==> src/rtl/jstk_dir_decoder.sv <==
// jstk_dir_decoder: PmodJSTK packet -> debounced X/Y direction codes plus raw buttons.
// Latency 2 cycles (sample_valid -> dir_valid), accepts a sample every cycle, no backpressure.
// Build option JSTK_HYST_EN: a committed high/low code is held with a HYST-wide margin.
module jstk_dir_decoder #(
    parameter int AXIS_W     = 10,
    parameter int LOW_TH     = 400,
    parameter int HIGH_TH    = 600,
    parameter int HYST       = 16,
    parameter int STABLE_CNT = 4
) (
    input  logic        clk,
    input  logic        rst_n,
    input  logic        sample_valid,
    input  logic [39:0] jstkData,
    output logic [1:0]  dir_x,
    output logic [1:0]  dir_y,
    output logic [2:0]  btn,
    output logic        dir_valid,
    output logic        dir_changed
);

    localparam int CW = $clog2(STABLE_CNT) + 1;

    localparam logic [1:0] DIR_C = 2'd0;
    localparam logic [1:0] DIR_H = 2'd1;
    localparam logic [1:0] DIR_L = 2'd2;

    localparam logic [AXIS_W-1:0] LOW_W   = AXIS_W'(LOW_TH);
    localparam logic [AXIS_W-1:0] HIGH_W  = AXIS_W'(HIGH_TH);
    localparam logic [AXIS_W-1:0] LO_HOLD = AXIS_W'(LOW_TH + HYST);
    localparam logic [AXIS_W-1:0] HI_HOLD = AXIS_W'(HIGH_TH - HYST);
    localparam logic [CW-1:0]     STABLE_W = CW'(STABLE_CNT);

`ifdef JSTK_HYST_EN
    localparam bit HYST_ON = 1'b1;
`else
    localparam bit HYST_ON = 1'b0;
`endif

    // Stage 1: captured packet fields
    logic [AXIS_W-1:0] pos_q [2];
    logic [2:0]        btn_q;
    logic              s1_vld;

    // Stage 2 state, index 0 = X, 1 = Y
    logic [1:0]    comm_q [2];
    logic [1:0]    prev_q [2];
    logic [CW-1:0] cnt_q  [2];

    logic [1:0]    cand   [2];
    logic [1:0]    comm_d [2];
    logic [CW-1:0] cnt_d  [2];
    logic [CW-1:0] cnt_inc[2];

    always_ff @(posedge clk or negedge rst_n) begin
        if (!rst_n) begin
            pos_q[0] <= '0;
            pos_q[1] <= '0;
            btn_q    <= '0;
            s1_vld   <= 1'b0;
        end else begin
            s1_vld <= sample_valid;
            if (sample_valid) begin
                pos_q[0] <= AXIS_W'({jstkData[9:8], jstkData[23:16]});
                pos_q[1] <= AXIS_W'({jstkData[25:24], jstkData[39:32]});
                btn_q    <= jstkData[2:0];
            end
        end
    end

    always_comb begin
        for (int a = 0; a < 2; a++) begin
            if (pos_q[a] < LOW_W)
                cand[a] = DIR_L;
            else if (pos_q[a] > HIGH_W)
                cand[a] = DIR_H;
            else
                cand[a] = DIR_C;
            // A committed extreme survives until the position backs off past the margin
            if (HYST_ON && comm_q[a] == DIR_H && pos_q[a] > HI_HOLD)
                cand[a] = DIR_H;
            if (HYST_ON && comm_q[a] == DIR_L && pos_q[a] < LO_HOLD)
                cand[a] = DIR_L;

            comm_d[a]  = comm_q[a];
            cnt_d[a]   = cnt_q[a];
            cnt_inc[a] = '0;
            if (cand[a] == comm_q[a]) begin
                cnt_d[a] = '0;
            end else begin
                if (cand[a] == prev_q[a])
                    cnt_inc[a] = (cnt_q[a] == '1) ? cnt_q[a] : cnt_q[a] + 1'b1;
                else
                    cnt_inc[a] = CW'(1);
                if (cnt_inc[a] >= STABLE_W) begin
                    comm_d[a] = cand[a];
                    cnt_d[a]  = '0;
                end else begin
                    cnt_d[a] = cnt_inc[a];
                end
            end
        end
    end

    always_ff @(posedge clk or negedge rst_n) begin
        if (!rst_n) begin
            for (int a = 0; a < 2; a++) begin
                comm_q[a] <= DIR_C;
                prev_q[a] <= DIR_C;
                cnt_q[a]  <= '0;
            end
            btn         <= '0;
            dir_valid   <= 1'b0;
            dir_changed <= 1'b0;
        end else begin
            dir_valid   <= s1_vld;
            dir_changed <= 1'b0;
            if (s1_vld) begin
                for (int a = 0; a < 2; a++) begin
                    comm_q[a] <= comm_d[a];
                    prev_q[a] <= cand[a];
                    cnt_q[a]  <= cnt_d[a];
                end
                btn         <= btn_q;
                dir_changed <= (comm_d[0] != comm_q[0]) || (comm_d[1] != comm_q[1]);
            end
        end
    end

    assign dir_x = comm_q[0];
    assign dir_y = comm_q[1];

endmodule

==> config.mk <==
export PLATFORM = sky130hd
export DESIGN_NAME = jstk_dir_decoder
export DESIGN_NICKNAME = d
export VERILOG_FILES = /design/src/rtl/jstk_dir_decoder.sv
export SDC_FILE = /design/constraint.sdc
export NUM_CORES = 1
export LEC_CHECK = 0
export BUFFER_PORTS_ARGS = -buffer_cell sky130_fd_sc_hd__buf_4
export CELL_PAD_IN_SITES_DETAIL_PLACEMENT = 1
export CELL_PAD_IN_SITES_GLOBAL_PLACEMENT = 2
export CORE_AREA = 2 2 82 84
export DETAILED_ROUTE_END_ITERATION = 7
export DIE_AREA = 0 0 84 86
export GPL_TIMING_DRIVEN = 0
export PLACE_DENSITY = 0.77
export SETUP_SLACK_MARGIN = 0.2
export SYNTH_ARGS = -nofsm -noshare
export SYNTH_HDL_FRONTEND = slang
export SYNTH_SLANG_ARGS = --single-unit
==> constraint.sdc <==
create_clock -name clk -period 1.82 [get_ports clk]
set_input_delay 0.273 -clock clk [delete_from_list [all_inputs] [get_ports clk]]
set_output_delay 0.273 -clock clk [all_outputs]
set_load 0.02 [all_outputs]
# Yosys cells after proc, flatten, opt, wreduce, memory -nomap -nowiden
# Cells that the tools add are included.
# totals
wordCells	49
n_memories	0
output_inout_bits	9
reg_bits	43
ramBits	0
mem_bits_ro	0
latchBits	0
# op_classes
n_addsub	2
n_shift	0
n_mul	0
magnitude_cmp	6
n_eq_ne	8
bitwise_logic	0
mux	19
reduce_logical	1
div	0
# ops
op	n
$mux W3	10
$gt A10 B10 Y1 const B	2
$lt A10 B9 Y1 const B	2
$mux W2	6
$eq A2 B2 Y1	4
$add A3 B1 Y3 const B	2
$eq A3 B3 Y1 const B	2
$ge A3 B3 Y1 const B	2
$ne A2 B2 Y1	2
$mux W1	3
$logic_or A1 B1 Y1	1

# Logic depth before layout (Yosys ltp)
# depth
ltp_word	12
depth_mapped	5
depth_no_buf	5

# Worst setup path after synthesis
# Ideal clock, no wire load.
# synth_timing
path_kind	register -> register
start	reg pos_q[16] in the netlist's numbering
end	reg comm_q (netlist bit dir_x[0])
path_buffers	0
arrival_ps	1749
path_stages_with_launch	6
path_slack_ps	-54
synth_period_minus_slack_ps	1874
cell_sequence	dfrtp_1 or3_4 a31oi_4 xor2_1 a211o_2 mux2_4
# synth_via
elab_chain_len	9
# synth_lines
item	line	rtl
start, declared	41	logic [AXIS_W-1:0] pos_q [2];
$gt A10 B10 Y1	75	else if (pos_q[a] > HIGH_W)
$mux W1	75	
$mux W2 *	73	if (pos_q[a] < LOW_W)
$eq A2 B2 Y1	91	if (cand[a] == prev_q[a])
$mux W3	91	
$mux W3	88	if (cand[a] == comm_q[a]) begin
$ge A3 B3 Y1	95	if (cnt_inc[a] >= STABLE_W) begin
$mux W2	95	
$mux W2 *	88	
end signal, assigned by index	120	comm_q[a] <= comm_d[a];
end, declared	46	logic [1:0] comm_q [2];
# Mark *: on every way between the ends. The rest lies on a longest branch, timed or not. The select of a mux whose other input is x is not followed.
# A chain may end at the register's enable or synchronous reset.

# Worst setup path in the final report
# layout_timing
start	reg pos_q[11] in the netlist's numbering
end	reg comm_q (netlist bit dir_x[1])
# The elaborated chain is that of the path after synthesis.

==> metrics.txt <==
status=complete, but fails checks; violated checks=negative setup slack; layout cell share with drive strength beyond 1=about three fifths; port bufs=34; initial drt markers=33; Core Rows=29; Fin. Hold Viols=0; fin crit period=1889 ps; ratio of final minimum period to clock period=103.8%; P_leak=approximately 1.2 nW; Post-synth top cells=dfrtp_1, mux2_2, nor2_1; placed inst area=~0.0023 mm2; htree depth=2; vias in the first global route=around 1500; DR vias=around 1300; GRT Residual Overflow=0; max incr delay on CP=420 ps; number of diodes=0; Die Span Y=between 80 and 90 um; CP Capture Type=flop; Die Area=just over 0.007 mm2; synth top area cells=dfrtp_1, mux2_2, a31oi_4, xor2_1, mux2_4; detailed-route DRC error count=0; WP data required=2010 ps; Top delay family on crit path=compound AO/OA/AOI/OAI gates; Worst VDD drop=0.5200 mV; worst relative slew slack=a little over three fifths; nets=238; r2r startpoint=pos_q[11]; Top FF cell, synth=dfrtp_1; Vias/cell=4.815; Mapped Area=between 0.0015 and 0.002 mm2; Root Driver=clkbuf_8; clock transition at the registers of the reported paths=80 ps; Detailed Place HPWL=around 3.0 mm; Routed WL=4.211 mm; Synth async-reset ratio=between 90% and 100%; GR met2 Demand/Resource=~23%; Top Usage Layer GRT=met2; Avg WL per Cell=15.54 um; width of the chip=~84 um; synthesis-to-layout area growth=38.20%; Pre-Repair DR Iteration Count=3; Setup Crit Path Kind=reg -> reg; Skew-Pair Late Insertion Delay=290 ps; RSZ-0062 raised after global routing=yes; biggest area consumer among synthesized cells=dfrtp_1; Worst R2R End=dir_x[1]; Num CTS Buffers=5; WP data arrival=~2100 ps; CP Cell Sequence=nor4_4, o221ai_2, a21o_1, a211o_2, mux2_4; Total GRT Usage=between 10% and 20%; Yosys warning total=0; Max Clk Rate=529.4 MHz; # IOs=between 50 and 60; setup TNS=-145.4 ps; final worst slack=-68.96 ps; global-route wire length before repair=between 7 and 8 mm; largest net degree at the start of global routing=44; initial core utilization=between 30 and 40%; met1 usage=a little over an eighth; Max clock buf depth=2; sequential share of the synthesized area=a little under three fifths; setup violators final=3; WP buf/inv=0; flop-to-flop setup slack=-70 ps; Crit Path Max Fanout=5; cell area after layout=about 0.0026 mm2; crit start category=flop; Max-cap violations=0; Critical Path Source=pos_q[11]; Post-Synthesis Mean Instance Area=~14 um2; CTS tree=built; end of the critical path=dir_x[1]; max-slew violation count=0; Yosys cell types=36; Syn Nets=between 150 and 200; most common cell in the netlist=dfrtp_1; tightest hold margin=96.20 ps; initial antenna violation count=0; EDFF count, synth=0; core area=0.006277 mm2; fillers=between 600 and 700; Crit-path slowest cell=dfrtp_1; Register-to-Register Path Depth=5; FF+latch count, synth=43; power consumption=2.713 mW; CTS Sinks=43; Worst Hold Class=in -> reg; Antenna Violating Nets Remaining=0; top cell type's share of synthesized area=56.84%; Mapped Cells=~140; GR Layer Usage met3=3.850%; Slew @ Worst Pin=around 550 ps; WP depth=5; PD cells=1037 mW/mm2; RD Place Congestion=about 0.7; Clock Skew=approximately 8.6 ps
-- cell families (layout without fill, tap and decap cells) --
group / after synthesis / in the layout / synth area share [%]
buffers and inverters: 7 / 65 / 1.388
multiplexers: 33 / 33 / 20.03
AND/OR/NAND/NOR: 26 / 26 / 8.130
XOR/XNOR: 6 / 6 / 2.776
AO/OA/AOI/OAI: 19 / 19 / 9.517
flip-flops: 43 / 43 / 56.84
adder cells (fa/ha/maj): 2 / 2 / 1.322
-- stage by stage --
step	worst slack, ps	utilization (%)	std cells
finish	-68.96	41.68	271
global route	-151.7	41.68	271
CTS	-81.94	40.64	268
detailed placement	-137.0	36.06	247
global placement	-118.5	36.06	247
floorplan	31.91	-	136
-- state kept, by name, summed over array words and instances, names as in the netlist --
| register | cells |
|---|---|
| pos_q | 20 |
| cnt_q | 6 |
| prev_q | 4 |
| btn | 3 |
| btn_q | 3 |
| dir_x | 2 |
| dir_y | 2 |
| dir_changed | 1 |
| dir_valid | 1 |
| s1_vld | 1 |
-- worst register-to-register path, delay by kind of cell (launching register included) --
family	cells	cell delay, ps
compound gates	3	760
flops	1	420
mux	1	300
simple gates	1	320
-- layout by cell type (no fill, tap or decap), types with 2 or more instances in the layout --
cell type	netlist	layout
buf_4	0	45
ha_1	2	2
or3_4	1	2
nand3_1	4	4
clkbuf_1	4	3
nand2_1	2	2
a31oi_4	2	2
inv_1	2	2
nor2b_1	2	2
mux2_4	2	2
nand4_1	2	2
mux2_2	31	31
dfrtp_1	43	43
nor2_1	5	4
o21ai_0	2	2
xnor2_2	0	2
o22ai_2	0	3
buf_6	0	4
xor2_2	0	4
and2_2	2	2
clkbuf_8	0	5
-- area by class of cell --
cell class	count	area, um2	share of cell area, %
flip-flops and latches	43	1076	41.13
multi-input cells	86	910.9	34.82
repair buffers	50	392.9	15.02
well taps	77	96.34	3.682
clock buffers	5	68.82	2.630
clock inverters	3	43.79	1.674
plain buffers	5	20.02	0.7652
inverters	2	7.507	0.2869
-- power breakdown --
group | total [mW] | switching (mW) | internal, mW
clock network | 0.738 | 0.329 | 0.409
registers | 1.23 | 0.134 | 1.09
logic | 0.748 | 0.333 | 0.415
total | 2.71 | 0.796 | 1.92
-- timing repair --
item	CTS	global route
hold buffers	1	0
endpoints found under the hold margin	43	0
resized for setup	13	8
endpoints found under the setup margin	9	9
pin swaps	12	6
buffers inserted	12	3
-- worst min-delay path by stage --
stage,startpoint,endpoint,slack (ps),cells after the start
final,sample_valid,s1_vld,100,1
after global routing,sample_valid,s1_vld,70,1
after CTS,sample_valid,s1_vld,80,1
after detailed placement,rst_n,pos_q[10],300,1
after global placement,rst_n,pos_q[12],290,1
after floorplan,rst_n,btn[0],-20,0
-- per-layer routing --
| metal | part of all wire [%] | wire length, um | up-vias |
|---|---|---|---|
| li1 | - | - | 606 |
| met1 | 38 | 1592 | 662 |
| met2 | 57 | 2395 | 29 |
| met3 | 3.8 | 159 | 8 |
| met4 | 1.5 | 63 | 0 |
| met5 | 0 | 0 | - |
No activity file was read; power rests on OpenSTA's default activity.
